## src/rtl/mode_select_controller_if.sv

```systemverilog
// Front-panel bus between the raw pushbuttons and mode_select_controller.
// scan_en exists only when MODE_AUTO_SCAN_EN is defined.
interface mode_select_controller_if;
   logic       btn_source;
   logic       btn_data;
   logic       btn_off;
`ifdef MODE_AUTO_SCAN_EN
   logic       scan_en;
`endif
   logic [3:0] mode_select;
   logic       mode_changed;

   modport master (
`ifdef MODE_AUTO_SCAN_EN
      output scan_en,
`endif
      output btn_source, btn_data, btn_off,
      input  mode_select, mode_changed
   );

   modport slave (
`ifdef MODE_AUTO_SCAN_EN
      input  scan_en,
`endif
      input  btn_source, btn_data, btn_off,
      output mode_select, mode_changed
   );
endinterface

```

## src/rtl/mode_select_controller.sv

```systemverilog
// Debounced three-button front panel producing the 4-bit mode_select code.
// Optional timed auto-scan through all active modes: define MODE_AUTO_SCAN_EN.
module mode_select_controller #(
   parameter int DEBOUNCE_CYCLES = 1_000_000
`ifdef MODE_AUTO_SCAN_EN
   , parameter int SCAN_CYCLES = 200_000_000
`endif
) (
   input  logic                     clk,
   input  logic                     reset_n,
   mode_select_controller_if.slave  bus
);

   localparam int              DB_W    = $clog2(DEBOUNCE_CYCLES);
   localparam logic [DB_W-1:0] DB_LAST = DB_W'(DEBOUNCE_CYCLES - 1);

   typedef enum logic {ST_OFF, ST_ACTIVE} state_t;

   // Button index: 0 = source, 1 = data, 2 = off
   logic [2:0]      btn_raw;
   logic [2:0]      sync_p0;
   logic [2:0]      sync_p1;
   logic [2:0]      deb_p2;
   logic [2:0]      press_p3;
   logic [DB_W-1:0] db_cnt [3];

   state_t          state, state_nx;
   logic [1:0]      source, source_nx;
   logic [1:0]      data, data_nx;
   logic [3:0]      mode_nx;
   logic            any_press;

   function automatic logic [1:0] adv_source(input logic [1:0] s);
      return (s == 2'b10 || s == 2'b11) ? 2'b00 : s + 2'b01;
   endfunction

   function automatic logic [1:0] adv_data(input logic [1:0] d);
      return (d == 2'b11 || d == 2'b00) ? 2'b01 : d + 2'b01;
   endfunction

   assign btn_raw   = {bus.btn_off, bus.btn_data, bus.btn_source};
   assign any_press = |press_p3;

   // p0/p1: synchroniser, p2: debounced level, p3: one-cycle press pulse
   always_ff @(posedge clk or negedge reset_n) begin
      if (!reset_n) begin
         sync_p0  <= '0;
         sync_p1  <= '0;
         deb_p2   <= '0;
         press_p3 <= '0;
         for (int i = 0; i < 3; i++) db_cnt[i] <= '0;
      end else begin
         sync_p0  <= btn_raw;
         sync_p1  <= sync_p0;
         press_p3 <= '0;
         for (int i = 0; i < 3; i++) begin
            if (sync_p1[i] == deb_p2[i]) begin
               db_cnt[i] <= '0;
            end else if (db_cnt[i] == DB_LAST) begin
               db_cnt[i]   <= '0;
               deb_p2[i]   <= sync_p1[i];
               press_p3[i] <= sync_p1[i];
            end else begin
               db_cnt[i] <= db_cnt[i] + 1'b1;
            end
         end
      end
   end

`ifdef MODE_AUTO_SCAN_EN
   localparam int              SC_W    = $clog2(SCAN_CYCLES);
   localparam logic [SC_W-1:0] SC_LAST = SC_W'(SCAN_CYCLES - 1);

   logic [SC_W-1:0] scan_timer;
   logic            scan_run;
   logic            scan_step;

   assign scan_run  = (state == ST_ACTIVE) && bus.scan_en && !any_press;
   assign scan_step = scan_run && (scan_timer == SC_LAST);

   always_ff @(posedge clk or negedge reset_n) begin
      if (!reset_n)                   scan_timer <= '0;
      else if (!scan_run || scan_step) scan_timer <= '0;
      else                            scan_timer <= scan_timer + 1'b1;
   end
`endif

   // off_press outranks the other presses in the same cycle
   always_comb begin
      state_nx  = state;
      source_nx = source;
      data_nx   = data;
      if (state == ST_OFF) begin
         if (press_p3[2]) state_nx = ST_ACTIVE;
      end else if (press_p3[2]) begin
         state_nx = ST_OFF;
      end else begin
         if (press_p3[0]) source_nx = adv_source(source);
         if (press_p3[1]) data_nx   = adv_data(data);
`ifdef MODE_AUTO_SCAN_EN
         if (scan_step) begin
            data_nx = adv_data(data);
            if (data == 2'b11) source_nx = adv_source(source);
         end
`endif
      end
      mode_nx = (state_nx == ST_ACTIVE) ? {source_nx, data_nx} : 4'b0000;
   end

   always_ff @(posedge clk or negedge reset_n) begin
      if (!reset_n) begin
         state            <= ST_OFF;
         source           <= 2'b00;
         data             <= 2'b01;
         bus.mode_select  <= 4'b0000;
         bus.mode_changed <= 1'b0;
      end else begin
         state            <= state_nx;
         source           <= source_nx;
         data             <= data_nx;
         bus.mode_select  <= mode_nx;
         bus.mode_changed <= (mode_nx != bus.mode_select);
      end
   end

endmodule
```

## src/flat_wrapper.sv

```systemverilog
// flat-port wrapper written by rule: the top's interface ports become plain ports
module mode_select_controller_flat 
#(
   parameter int DEBOUNCE_CYCLES = 1_000_000

)
  (clk, reset_n, bus_btn_source, bus_btn_data, bus_btn_off, bus_mode_select, bus_mode_changed);
  mode_select_controller_if bus_i ();
  input  logic clk;
  input  logic reset_n;
  input wire logic [$bits(bus_i.btn_source)-1:0] bus_btn_source;
  input wire logic [$bits(bus_i.btn_data)-1:0] bus_btn_data;
  input wire logic [$bits(bus_i.btn_off)-1:0] bus_btn_off;
  output wire logic [$bits(bus_i.mode_select)-1:0] bus_mode_select;
  output wire logic [$bits(bus_i.mode_changed)-1:0] bus_mode_changed;
  assign bus_i.btn_source = bus_btn_source;
  assign bus_i.btn_data = bus_btn_data;
  assign bus_i.btn_off = bus_btn_off;
  assign bus_mode_select = bus_i.mode_select;
  assign bus_mode_changed = bus_i.mode_changed;
  mode_select_controller #(.DEBOUNCE_CYCLES(DEBOUNCE_CYCLES)) u_core (.clk(clk), .reset_n(reset_n), .bus(bus_i));
endmodule
```

## config.mk

```make
export PLATFORM = sky130hd
export DESIGN_NAME = mode_select_controller_flat
export DESIGN_NICKNAME = d
export VERILOG_FILES = /design/src/rtl/mode_select_controller_if.sv /design/src/rtl/mode_select_controller.sv /design/src/flat_wrapper.sv
export SDC_FILE = /design/constraint.sdc
export NUM_CORES = 1
export LEC_CHECK = 0
export BUFFER_PORTS_ARGS = -buffer_cell sky130_fd_sc_hd__buf_2
export CORE_ASPECT_RATIO = 0.7
export CORE_UTILIZATION = 45
export CTS_CLUSTER_DIAMETER = 50
export DETAILED_ROUTE_END_ITERATION = 6
export GPL_ROUTABILITY_DRIVEN = 0
export PLACE_DENSITY_LB_ADDON = 0.15
export SYNTH_ARGS = -nofsm -noshare
export SYNTH_HDL_FRONTEND = slang
export SYNTH_SLANG_ARGS = --single-unit
export TNS_END_PERCENT = 50
```

## constraint.sdc

```tcl
create_clock -name clk -period 2.3 [get_ports clk]
set_clock_uncertainty 0.2 [all_clocks]
set_input_delay 0.115 -clock clk [delete_from_list [all_inputs] [get_ports clk]]
set_output_delay 0.115 -clock clk [all_outputs]
set_load 0.005 [all_outputs]
```

# Word-level counts from Yosys, hierarchy flattened
# Cells that the tools add are included.
[word_totals]
ff_bits = 82
inputBits = 5
output_inout_bits = 5
elab_cells = 62
[op_classes]
add_sub_neg = 5
eq_ne = 10
n_mux = 24
bitwise = 3
n_reduce_logical = 6
[op_table]
columns = ["op", "count"]
rows = [
  ["$mux 20", 6],
  ["$add 20x1->20 const B", 3],
  ["$eq 20x20->1 const B", 3],
  ["$mux 2", 8],
  ["$mux 1", 9],
  ["$eq 2x2->1 const B", 3],
  ["$reduce_and 2->1", 3],
  ["$add 2x1->2 const B", 2],
  ["$mux 4", 1],
  ["$ne 4x4->1", 1],
  ["$eq 1x1->1", 3],
  ["$not 1->1", 3],
  ["$logic_not 2->1", 1],
  ["$logic_or 1x1->1", 2],
]

# Logic depth before layout (Yosys ltp)
[logic_depth]
ltp_word = 8
mapped_depth = 8
ltp_nobuf = 6

# Least setup slack after synthesis
# No wires, ideal clock.
[synth_timing]
kind = "reg2reg"
start = "reg u_core.db_cnt[0] (netlist bit)"
end = "reg u_core.deb_p2[2]"
setup_time_ps = 125
arrival_time_ps = 1602
required_ps = 1975
setup_slack_ps = 373
stages_incl_launch_ff = 7
path_buffers = 1
period_less_slack_ps = 1927
cell_sequence = "dfrtp_1 > ha_1 > and3_1 > buf_4 > nand3_2 > or3_4 > mux2_4"
[synth_between]
elab_chain_len = 2
[synth_lines]
columns = ["item", "line_no", "text"]
rows = [
  ["from (decl)", "mode_select_controller.sv:25", "logic [DB_W-1:0] db_cnt [3];"],
  ["from (signal, indexed assignment)", "mode_select_controller.sv:64", "db_cnt[i] <= db_cnt[i] + 1'b1;"],
  ["$eq 20x20->1", "mode_select_controller.sv:59", "end else if (db_cnt[i] == DB_LAST) begin"],
  ["$reduce_and 2->1 (no line)", "n/a", ""],
  ["to (signal, indexed assignment)", "mode_select_controller.sv:61", "deb_p2[i] <= sync_p1[i];"],
  ["to (decl)", "mode_select_controller.sv:23", "logic [2:0] deb_p2;"],
]
# No other way between the ends.
# A chain may end at the register's enable or synchronous reset.

# Final worst setup path
[layout_timing]
start = "reg u_core.db_cnt[0] (netlist bit)"
end = "reg u_core.press_p3[2]"
[layout_between]
elab_chain_len = 3
[layout_lines]
columns = ["item", "line_no", "text"]
rows = [
  ["$eq 20x20->1", "mode_select_controller.sv:59", ""],
  ["$mux 1", "mode_select_controller.sv:59", ""],
  ["$mux 1", "mode_select_controller.sv:57", "if (sync_p1[i] == deb_p2[i]) begin"],
  ["to (signal, indexed assignment)", "mode_select_controller.sv:62", "press_p3[i] <= sync_p1[i];"],
  ["to (decl)", "mode_select_controller.sv:24", "logic [2:0] press_p3;"],
]
# No other way between the ends.

==> impl_results.md <==
- Final hold vios: 0
- Leakage power: 1.91 nW
- FF+latch area: 2050 µm²
- # hold bufs at CTS: 4
- Primary FF master, synth: dfrtp_1
- Outcome: finished with violations
- Worst EP arrival: 2.09 ns
- Largest net degree at the start of global routing: 47
- First-pass GRT wire length: 11500 µm
- ANT nets after route: 0
- DPL Wire Length: 4410 µm
- Worst-margin pin slew: 0.588 ns
- Width of the die: 111 µm
- Hold Path Class: primary input to async pin
- Worst setup EP type: flip-flop
- Syn nets: 361
- Drt via density: 5.16
- CTS root buf: clkbuf_16
- N_diodes: 0
- Largest cells by area after synthesis: dfrtp_1 54%, xor2_1 9.1%, nor2_1 6.5%, xnor2_1 4.9%, nand3_1 3.3%
- Post-synth ARST share: 1.00
- Clock latency on the worst-skew pair: 0.34 ns
- Initial DRC count: 160
- Reg2reg end: u_core.press_p3[2]$_DFF_PN0_
- Post-synth top area cell: dfrtp_1
- TritonCTS clock tree: built
- Critical path peak fanout: 5
- GRT Total Usage: 0.170
- NetSw: 0.653 mW
- Flop pwr share: 0.495
- GR Overflow Total: 0
- Clock power frac: 0.478
- Switching share of power: 0.219
- Setup_tns: 0 ns
- Power Density: 701 nW/µm²
- Area Growth Syn to Fin: 13.3%
- IR drop worst, VDD: 463 µV
- Pint: 2.33 mW
- Hold slack final: 0.133 ns
- Total CTS buffers: 9
- Worst reg-to-reg setup slack: 0.22 ns
- Share of the synthesized area in the top cell type: 0.539
- Final WL: 6550 µm
- Initial antenna violation count: 0
- Final nets: 381
- RSZ-0062 raised after global routing: false
- PortBufs: 9
- DRC viols: 4
- Period utilisation layout: 0.905
- Critical path data required time: 2.31 ns
- I/O pin count: 10
- Yosys warns: 0
- Critical path type: flip-flop to flip-flop
- Die area: 8730 µm²
- TritonRoute pass-1 iters: 6
- Netlist Area Pre-Place: 3760 µm²
- Core Box Area: 7970 µm²
- Share of layout cells above drive strength 1: 0.109
- Die H: 78.5 µm
- Comb power frac: 0.027
- Part of the Yosys area used for sequential elements: 0.546
- Avg WL per Cell: 13.7 µm
- Maximum clock path buffer count: 2
- Number of global-route vias before repair: 2387
- Seq cells post-synth: 82
- Rows: 27
- CP Launch Type: flip-flop
- Number of enable flip-flop cells after synthesis: 0
- Worst r2r src: u_core.db_cnt[0]$_DFF_PN0_
- Fmax achieved: 480 MHz
- Synth Instances: 352
- Number of gates resized after CTS: 0
- Clock sinks: 82
- Slew Limit Fails: 0
- Relative slew margins: 0.608
- Initial Util: 0.472
- Post-CTS Setup Inserts: 0
- R2R depth: 5
- Area occupied by multi-input gates: 1650 µm²
- Max-cap viol count: 0
- Vias post-DR: 2466
- Tmin final: 2.08 ns
- Fill count: 722
- Fin util: 0.535
- Synth cell types: 41
- Failing checks: DRC
- Final setup fails: 0
- Avg Synthesized Cell Area: 10.7 µm²
- Clk slew on worst S/H paths: 0.06 ns
- H-tree lvl count: 3
## worst max path at each step
stage	startpoint	to	cells past startpoint
floorplan	u_core.db_cnt[0]$_DFF_PN0_	u_core.deb_p2[2]$_DFFE_PN0P_	6
global placement	u_core.db_cnt[0]$_DFF_PN0_	u_core.deb_p2[2]$_DFFE_PN0P_	5
detailed placement	u_core.db_cnt[0]$_DFF_PN0_	u_core.deb_p2[2]$_DFFE_PN0P_	5
CTS	u_core.db_cnt[0]$_DFF_PN0_	u_core.press_p3[2]$_DFF_PN0_	5
global route	u_core.db_cnt[0]$_DFF_PN0_	u_core.press_p3[2]$_DFF_PN0_	5
finish	u_core.db_cnt[0]$_DFF_PN0_	u_core.press_p3[2]$_DFF_PN0_	5
## registers in the layout (all words and copies together) (netlist names)
name / flops
u_core.sync_p0: 3
u_core.deb_p2: 3
u_core.press_p3: 3
u_core.sync_p1: 3
u_core.db_cnt: 60
u_core.source: 2
u_core.state: 1
u_core.bus.mode_select: 4
u_core.data: 2
u_core.bus.mode_changed: 1
## metal layers
metal / global-route usage / part of all wire
met1: 0.240 / 0.55
met2: 0.243 / 0.41
met3: 0.0695 / 0.034
met4: 0.0405 / 0.011
met5: 0 / 0
## synthesized netlist by cell type (2+ instances only)
cell / n
a21oi_1: 3
a22o_1: 2
and2_1: 5
and3_1: 13
and4_1: 6
buf_4: 4
clkbuf_1: 2
dfrtp_1: 81
ha_1: 4
inv_1: 2
mux2_2: 2
nand2_1: 19
nand2_2: 2
nand3_1: 25
nand4_1: 17
nor2_1: 65
nor2b_1: 3
nor3_1: 5
nor3b_1: 3
nor4_1: 4
nor4b_1: 4
o21ai_0: 3
or2_2: 2
xnor2_1: 21
xor2_1: 39
## layout make-up
cell class | count | area share
clock buffers | 9 | 0.0528
clock inverters | 7 | 0.0179
inverters | 2 | 0.00176
multi-input cells | 261 | 0.387
flip-flops and latches | 82 | 0.482
well taps | 101 | 0.0297
repair buffers | 16 | 0.0288
## stage by stage
stage	area [µm²]	setup slack (ns)	total power, mW	instances
finish	4260	0.218	2.99	478
global route	4260	0.0998	3.11	478
CTS	4260	0.228	3.03	478
detailed placement	3920	0.274	1.58	458
global placement	3920	0.331	1.58	458
floorplan	3760	0.373	1.54	352
## layout by cell type (no fill, tap or decap), types with 2 or more instances in the layout
cell and count:
a21oi_1 3, a22o_1 2, and2_1 5, and3_1 13
and4_1 6, buf_2 8, buf_4 3, clkbuf_16 9
clkinvlp_4 2, dfrtp_1 81, dlygate4sd3_1 4, ha_1 4
inv_1 2, inv_6 2, mux2_2 2, nand2_1 19
nand2_2 2, nand3_1 25, nand4_1 17, nor2_1 65
nor2b_1 3, nor3_1 5, nor3b_1 3, nor4_1 4
nor4b_1 4, o21ai_0 3, or2_2 2, xnor2_1 21
xor2_1 39
## logic make-up after synthesis
group / synth area share
AND/OR/NAND/NOR: 0.253
flip-flops: 0.546
XOR/XNOR: 0.140
buffers and inverters: 0.0150
AO/OA/AOI/OAI: 0.0200
adder cells (fa/ha/maj): 0.0133
multiplexers: 0.0126
## power groups by stage
stage	registers [mW]	logic [mW]	clock network, mW
floorplan	1.50	0.0365	0
global placement	1.50	0.0787	0
detailed placement	1.50	0.0794	0
CTS	1.48	0.0853	1.47
global route	1.48	0.0962	1.53
finish	1.48	0.0812	1.43
## critical path, stage by stage, from the launching register on
cell and delay (ns):
dfrtp_1 0.39, ha_1 0.19, and3_1 0.28, nand3_2 0.12, or3_4 0.44, nor3b_1 0.34
(Power assumes the default switching activity.)
